===== src/rtl/my_ycbcr.sv =====
`default_nettype none
// ============================================================================
// Module   : my_ycbcr
// Purpose  : Three-stage AXI4-Stream RGB888 -> YCbCr 4:4:4 converter
//            (BT.601 full range, 8-bit coefficients), with back-pressure.
// Revision : 1.0  initial release
// ============================================================================
module my_ycbcr (
   input  logic        clk,
   input  logic        rstn,
   input  logic [23:0] s_axis_video_tdata,
   input  logic        s_axis_video_tvalid,
   output logic        s_axis_video_tready,
   input  logic        s_axis_video_tuser,
   input  logic        s_axis_video_tlast,
   output logic [23:0] m_axis_video_tdata,
   output logic        m_axis_video_tvalid,
   input  logic        m_axis_video_tready,
   output logic        m_axis_video_tuser,
   output logic        m_axis_video_tlast
);

   // Coefficient order: Y(R,G,B), Cb(R,G,B), Cr(R,G,B); signs are applied in S2
   localparam logic [8:0][7:0] c_coef = {8'd21, 8'd107, 8'd128,
                                         8'd128, 8'd85, 8'd43,
                                         8'd29, 8'd150, 8'd77};
   localparam logic signed [17:0] c_rnd = 18'sd128;
   localparam logic signed [10:0] c_ofs = 11'sd128;

   logic             w_en;
   logic [2:0][7:0]  w_chan;
   logic [8:0][15:0] w_prod;

   logic             s1_valid_q, s1_valid_d;
   logic             s1_user_q,  s1_user_d;
   logic             s1_last_q,  s1_last_d;
   logic [8:0][15:0] s1_prod_q,  s1_prod_d;

   logic             s2_valid_q, s2_valid_d;
   logic             s2_user_q,  s2_user_d;
   logic             s2_last_q,  s2_last_d;
   logic signed [17:0] s2_y_q,   s2_y_d;
   logic signed [17:0] s2_cb_q,  s2_cb_d;
   logic signed [17:0] s2_cr_q,  s2_cr_d;

   logic             m_valid_q,  m_valid_d;
   logic             m_user_q,   m_user_d;
   logic             m_last_q,   m_last_d;
   logic [23:0]      m_data_q,   m_data_d;

   logic signed [17:0] w_prod_s [9];
   logic signed [10:0] w_y_sh;
   logic signed [10:0] w_cb_sh;
   logic signed [10:0] w_cr_sh;

   function automatic logic [7:0] clamp8(input logic signed [10:0] v);
      if (v < 11'sd0) begin
         return 8'd0;
      end else if (v > 11'sd255) begin
         return 8'hFF;
      end else begin
         return v[7:0];
      end
   endfunction

   // The whole pipeline moves together; a stalled output freezes bubbles too
   assign w_en                = !m_valid_q || m_axis_video_tready;
   assign s_axis_video_tready = w_en;

   assign w_chan = {s_axis_video_tdata[7:0],
                    s_axis_video_tdata[15:8],
                    s_axis_video_tdata[23:16]};

   for (genvar gi = 0; gi < 9; gi++) begin : g_prod
      assign w_prod[gi]   = {8'd0, w_chan[gi % 3]} * {8'd0, c_coef[gi]};
      assign w_prod_s[gi] = $signed({2'b00, s1_prod_q[gi]});
   end

   // ---------------------------------------------------------------- S1
   always_comb begin
      s1_valid_d = s1_valid_q;
      s1_user_d  = s1_user_q;
      s1_last_d  = s1_last_q;
      s1_prod_d  = s1_prod_q;
      if (w_en) begin
         s1_valid_d = s_axis_video_tvalid;
         s1_user_d  = s_axis_video_tuser;
         s1_last_d  = s_axis_video_tlast;
         s1_prod_d  = w_prod;
      end
   end

   always_ff @(posedge clk or negedge rstn) begin
      if (!rstn) begin
         s1_valid_q <= 1'b0;
         s1_user_q  <= 1'b0;
         s1_last_q  <= 1'b0;
         s1_prod_q  <= '0;
      end else begin
         s1_valid_q <= s1_valid_d;
         s1_user_q  <= s1_user_d;
         s1_last_q  <= s1_last_d;
         s1_prod_q  <= s1_prod_d;
      end
   end

   // ---------------------------------------------------------------- S2
   always_comb begin
      s2_valid_d = s2_valid_q;
      s2_user_d  = s2_user_q;
      s2_last_d  = s2_last_q;
      s2_y_d     = s2_y_q;
      s2_cb_d    = s2_cb_q;
      s2_cr_d    = s2_cr_q;
      if (w_en) begin
         s2_valid_d = s1_valid_q;
         s2_user_d  = s1_user_q;
         s2_last_d  = s1_last_q;
         s2_y_d     = w_prod_s[0] + w_prod_s[1] + w_prod_s[2] + c_rnd;
         s2_cb_d    = w_prod_s[5] - w_prod_s[3] - w_prod_s[4] + c_rnd;
         s2_cr_d    = w_prod_s[6] - w_prod_s[7] - w_prod_s[8] + c_rnd;
      end
   end

   always_ff @(posedge clk or negedge rstn) begin
      if (!rstn) begin
         s2_valid_q <= 1'b0;
         s2_user_q  <= 1'b0;
         s2_last_q  <= 1'b0;
         s2_y_q     <= '0;
         s2_cb_q    <= '0;
         s2_cr_q    <= '0;
      end else begin
         s2_valid_q <= s2_valid_d;
         s2_user_q  <= s2_user_d;
         s2_last_q  <= s2_last_d;
         s2_y_q     <= s2_y_d;
         s2_cb_q    <= s2_cb_d;
         s2_cr_q    <= s2_cr_d;
      end
   end

   // ---------------------------------------------------------------- S3
   // Taking bits [17:8] with sign extension is the floor (arithmetic) shift
   assign w_y_sh  = {s2_y_q[17],  s2_y_q[17:8]};
   assign w_cb_sh = {s2_cb_q[17], s2_cb_q[17:8]} + c_ofs;
   assign w_cr_sh = {s2_cr_q[17], s2_cr_q[17:8]} + c_ofs;

   always_comb begin
      m_valid_d = m_valid_q;
      m_user_d  = m_user_q;
      m_last_d  = m_last_q;
      m_data_d  = m_data_q;
      if (w_en) begin
         m_valid_d = s2_valid_q;
         m_user_d  = s2_user_q;
         m_last_d  = s2_last_q;
         m_data_d  = {clamp8(w_y_sh), clamp8(w_cb_sh), clamp8(w_cr_sh)};
      end
   end

   always_ff @(posedge clk or negedge rstn) begin
      if (!rstn) begin
         m_valid_q <= 1'b0;
         m_user_q  <= 1'b0;
         m_last_q  <= 1'b0;
         m_data_q  <= '0;
      end else begin
         m_valid_q <= m_valid_d;
         m_user_q  <= m_user_d;
         m_last_q  <= m_last_d;
         m_data_q  <= m_data_d;
      end
   end

   assign m_axis_video_tdata  = m_data_q;
   assign m_axis_video_tvalid = m_valid_q;
   assign m_axis_video_tuser  = m_user_q;
   assign m_axis_video_tlast  = m_last_q;

endmodule
`default_nettype wire


===== config.mk =====
export PLATFORM = sky130hd
export DESIGN_NAME = my_ycbcr
export DESIGN_NICKNAME = d
export VERILOG_FILES = /design/src/rtl/my_ycbcr.sv
export SDC_FILE = /design/constraint.sdc
export NUM_CORES = 1
export LEC_CHECK = 0
export BUFFER_PORTS_ARGS = -buffer_cell sky130_fd_sc_hd__buf_2
export CORE_MARGIN = 2
export CORE_UTILIZATION = 40
export DETAILED_ROUTE_END_ITERATION = 16
export PLACE_DENSITY_LB_ADDON = 0.05
export SLEW_MARGIN = 20
export SYNTH_ARGS = -nofsm -noshare
export SYNTH_HDL_FRONTEND = slang
export SYNTH_SLANG_ARGS = --single-unit

===== constraint.sdc =====
create_clock -name clk -period 4 [get_ports clk]
set_input_delay 0.4 -clock clk [delete_from_list [all_inputs] [get_ports clk]]
set_output_delay 0.4 -clock clk [all_outputs]
set_load 0.01 [all_outputs]

# Word level (Yosys, flattened, before mapping)
# Index checks and enable logic that the tools add are counted.
totals:
  word_cells: 54
  out_inout_bits: 28
  register_bits: 203
op_classes:
  mul: 7
  n_addsub: 11
  n_reduce_logical: 2
  muxes: 6
  order_cmp: 6
ops:
  columns: ["operator", "n"]
  rows:
  - ["8-bit by 7-bit multiplier with 15-bit output (second input constant)", 4]
  - ["8-bit 2-to-1 mux", 6]
  - ["17-bit by 9-bit adder with 18-bit output (second input constant)", 2]
  - ["8-bit by 5-bit multiplier with 13-bit output (second input constant)", 2]
  - ["10-bit by 9-bit adder with 11-bit output (second input constant)", 2]
  - ["11-bit by 9-bit > comparator with 1-bit output (second input constant)", 2]
  - ["11-bit by 1-bit < comparator with 1-bit output (second input constant)", 2]
  - ["17-bit by 13-bit adder with 18-bit output", 1]
  - ["18-bit by 9-bit adder with 18-bit output (second input constant)", 1]
  - ["15-bit by 16-bit adder with 17-bit output", 1]
  - ["16-bit by 14-bit subtractor with 17-bit output", 1]
  - ["16-bit by 16-bit subtractor with 17-bit output", 1]
  - ["15-bit by 14-bit subtractor with 16-bit output", 1]
  - ["15-bit by 15-bit subtractor with 16-bit output", 1]
  - ["8-bit by 6-bit multiplier with 14-bit output (second input constant)", 1]
  - ["10-bit by 9-bit > comparator with 1-bit output (second input constant)", 1]
  - ["10-bit by 1-bit < comparator with 1-bit output (second input constant)", 1]
  - ["1-bit logical NOT", 1]
  - ["1-bit logical OR", 1]

# Logic depth before layout (Yosys ltp)
depth:
  word_depth: 4
  ltp_mapped: 15

# Worst setup path before layout
# Ideal clock, no wire load.
synth_timing:
  path_kind: "flip-flop to flip-flop"
  from: "register s1_prod_q[115] in the netlist's numbering"
  to: "register s2_cr_q[16]"
  stages_incl_launch_ff: 14
  n_path_buf: 0
  synth_period_minus_slack_ns: 3.752
  setup_ns: 0.065
  t_arrival_ns: 3.687
  slack_ns: 0.248
  cell_sequence: "dfrtp_1 > or4_1 > nor2_1 > a31oi_1 > o21ai_0 > xor2_1 > ha_1 > ha_1 > a21oi_1 > nor2b_1 > a2111o_1 > a2111o_1 > a2111o_1 > nand2_1"
synth_between:
  elab_chain_cells: 3
synth_lines:
  columns: ["item", "line_no", "rtl"]
  rows:
  - ["from (decl)", "37", "logic [8:0][15:0] s1_prod_q, s1_prod_d;"]
  - ["from (signal assigned)", "103", "s1_prod_q <= s1_prod_d;"]
  - ["15-bit by 15-bit subtractor with 16-bit output", "121", "s2_cr_d = w_prod_s[6] - w_prod_s[7] - w_prod_s[8] + c_rnd;"]
  - ["16-bit by 14-bit subtractor with 17-bit output", "121", null]
  - ["17-bit by 9-bit adder with 18-bit output", "121", null]
  - ["to (signal assigned)", "139", "s2_cr_q <= s2_cr_d;"]
  - ["to (decl)", "44", "logic signed [17:0] s2_cr_q, s2_cr_d;"]
# Every way passes these cells.
# A chain may end at the register's enable or synchronous reset.

# Worst setup path after layout
layout_timing:
  from: "register s1_prod_q[117] in the netlist's numbering"
  to: "register s2_cr_q[16]"
# Same word-level chain as after synthesis.

==> impl_metrics.env <==
export IMPL_status="finished, final reports clean"
export IMPL_cap_viol_max_count=0
export IMPL_cts_tree="done"
export IMPL_dp_hpwl_mm=27.9
export IMPL_final_area_mm2=0.0168
export IMPL_dieArea_mm2=0.0394
export IMPL_overflow=0
export IMPL_p_leak_nw=8.62
export IMPL_die_y_um=199
export IMPL_postCtsHoldBufs=0
export IMPL_ys_seq_area_share_pct=27.3
export IMPL_grt_pass1_vias=11251
export IMPL_port_buffers=57
export IMPL_synth_nets=2057
export IMPL_grt_max_degree=190
export IMPL_fin_nets=2127
export IMPL_drtPass1Iterations=4
export IMPL_finalHoldViolCount=0
export IMPL_ys_warnings_count=0
export IMPL_critPathRequiredTime_ns=4.37
export IMPL_wl_per_cell_um=15.5
export IMPL_hold_path_class="input port to asynchronous set/reset pin"
export IMPL_fin_cells=2244
export IMPL_drt_wl_total_mm=34.7
export IMPL_io_pins=58
export IMPL_place_inst=2210
export IMPL_setup_viol=0
export IMPL_p_per_area_mw_per_mm2=863
export IMPL_synth_area_mm2=0.0151
export IMPL_drive_above_1_share_pct=7.67
export IMPL_cts_buffers=17
export IMPL_diodes=0
export IMPL_clockBufferDepth=2
export IMPL_cts_sinks=165
export IMPL_gr_usage_all_layers_pct=18.8
export IMPL_vias_per_cell=4.98
export IMPL_maxSlewHeadroom_pct=37.5
export IMPL_worstSetupPathType="flop to flop"
export IMPL_cts_root_buf="clkbuf_16"
export IMPL_synth_edf_count=0
export IMPL_vdd_ir_drop_max_uv=631
export IMPL_place_area_mm2=0.0162
export IMPL_slew_violations=0
export IMPL_start_kind="flop"
export IMPL_min_period_ns=3.79
export IMPL_grt_pass1_wl_mm=58.0
export IMPL_timing_setup_tns_ns=0
export IMPL_drtIter0Drc=302
export IMPL_synthArstFlopShare_pct=100
export IMPL_areaGrowthSynthToFinish_pct=10.8
export IMPL_rows=71
export IMPL_clk_latency_ns=0.44
export IMPL_fin_crit_sh_pct=94.8
export IMPL_die_w_um=199
export IMPL_gp_congestion=0.802
export IMPL_arrival_ns=4.16
export IMPL_synth_seq_cells=165
export IMPL_htreeDepth=4
export IMPL_syn_inst=1650
export IMPL_fillers=3794
export IMPL_antenna_found_initial=1
export IMPL_ant_nets=0
export IMPL_syn_mean_instance_area_um2=9.17
export IMPL_end_kind="flop"
export IMPL_synth_main_ff_cell="dfrtp_1"
export IMPL_path_clk_slew_ns=0.07
export IMPL_rsz0062_at_grt="false"
export IMPL_initial_core_util_pct=40.4
export IMPL_worst_path_max_fanout=3
export IMPL_drc=0
export IMPL_fin_worst_skew_ns=0.0108
export IMPL_ys_types=55
export IMPL_vias=11164
export IMPL_core_area_mm2=0.0375
export IMPL_tightest_slew_ns=0.938
export IMPL_fmax_mhz=264
export IMPL_finalCoreUtilization_pct=44.8
export IMPL_reg2regPathDepth=14
[layout by cell type (no fill, tap or decap), drive strengths merged, types with 27 or more instances in the layout]
cell type,n
a21oi,110
buf,90
dfrtp,165
fa,69
ha,308
inv,228
nand2,181
nor2,101
nor3,27
o21ai,110
xnor2,58
xor2,41
[sequential cells by signal, indices dropped and copies added (netlist names), 10 cells and up]
| name | flops |
|---|---|
| m_axis_video_tdata | 24 |
| s1_prod_q | 102 |
| s2_cb_q | 10 |
| s2_cr_q | 10 |
| s2_y_q | 10 |
[final cells by class]
| type | count | area [um^2] | share of cell area (%) |
|---|---|---|---|
| inverters | 221 | 832 | 4.96 |
| flip-flops and latches | 165 | 4130 | 24.6 |
| clock inverters | 13 | 116 | 0.694 |
| multi-input cells | 1225 | 10100 | 59.9 |
| well taps | 511 | 639 | 3.81 |
| clock buffers | 19 | 443 | 2.64 |
| repair buffers | 90 | 564 | 3.36 |
[worst max-delay path, cell delays in order (launching register included)]
cell	delay, ns
dfrtp_1	0.40
or4_4	0.56
nor2_4	0.13
a31oi_1	0.10
o21bai_1	0.18
xor2_1	0.17
ha_1	0.25
ha_1	0.31
a21o_1	0.19
a21oi_1	0.15
nor2b_1	0.08
a2111o_1	0.33
a2111o_1	0.40
a2111o_1	0.40
nand2_1	0.07
[layer usage]
layer	share of wire, %	up-vias	track usage, %
met5	0	-	0
met4	1.0	0	4.04
met3	1.6	18	2.09
met2	49	72	32.4
met1	49	5321	25.4
li1	-	5753	-
[cells by family (layout without fill, tap and decap cells)]
group | Yosys count | in the layout | synth area share (%)
compound gates | 348 | 348 | 14.0
simple gates | 397 | 397 | 11.7
flops | 165 | 165 | 27.3
buf+inv | 260 | 343 | 6.45
fa+ha+maj | 377 | 377 | 34.6
xor+xnor | 99 | 99 | 5.73
mux | 4 | 4 | 0.265
[Yosys cell counts, drive strengths merged, types with 6 or more instances]
library cell  instances  area [um^2]
a21o                 24          180
a21oi               110          551
a31oi                12         75.1
buf                   6         22.5
clkbuf               33          124
dfrtp               165         4130
fa                   69         1380
ha                  308         3850
inv                 221          830
nand2               181          679
nand2b               11         68.8
nand3                12         60.1
nand4                 8         50.1
nor2                101          379
nor2b                13         81.3
nor3                 27          135
nor3b                10         75.1
o21a                  8         60.1
o21ai               110          551
o21bai               24          180
o31ai                17          128
xnor2                58          508
xor2                 41          359
[power breakdown]
part	internal [mW]	switching (mW)	total, mW
clock	0.833	0.759	1.59
combinational	4.49	5.36	9.85
sequential	2.49	0.552	3.04
total	7.81	6.68	14.5
[repair_timing]
item,in CTS,in global routing
setup endpoints to repair,0,8
buffers inserted,0,2
resized for setup,0,7
[worst paths after layout]
path | slack [ns] | to | start
max reg2reg | 0.21 | s2_cr_q[16] | s1_prod_q[117]
max in group asynchronous | 3.10 | m_axis_video_tdata[16] | rstn
min in group clk | 0.16 | s1_valid_q | s_axis_video_tvalid
max | 0.21 | s2_cr_q[16] | s1_prod_q[117]
min | 0.03 | m_axis_video_tvalid | rstn
min reg2reg | 0.47 | m_axis_video_tuser | m_axis_video_tuser
[stage by stage]
step | hold WS, ns | power [mW] | worst slack (ns)
detailed placement | 0.457 | 12.9 | 0.0502
finish | 0.0253 | 14.5 | 0.207
CTS | 0.0696 | 14.7 | 0.0363
floorplan | 0.104 | 10.4 | 0.248
global placement | 0.452 | 12.8 | 0.0697
global route | 0.101 | 16.4 | 0.0125
Note: power is estimated with default switching activity, not from simulation.
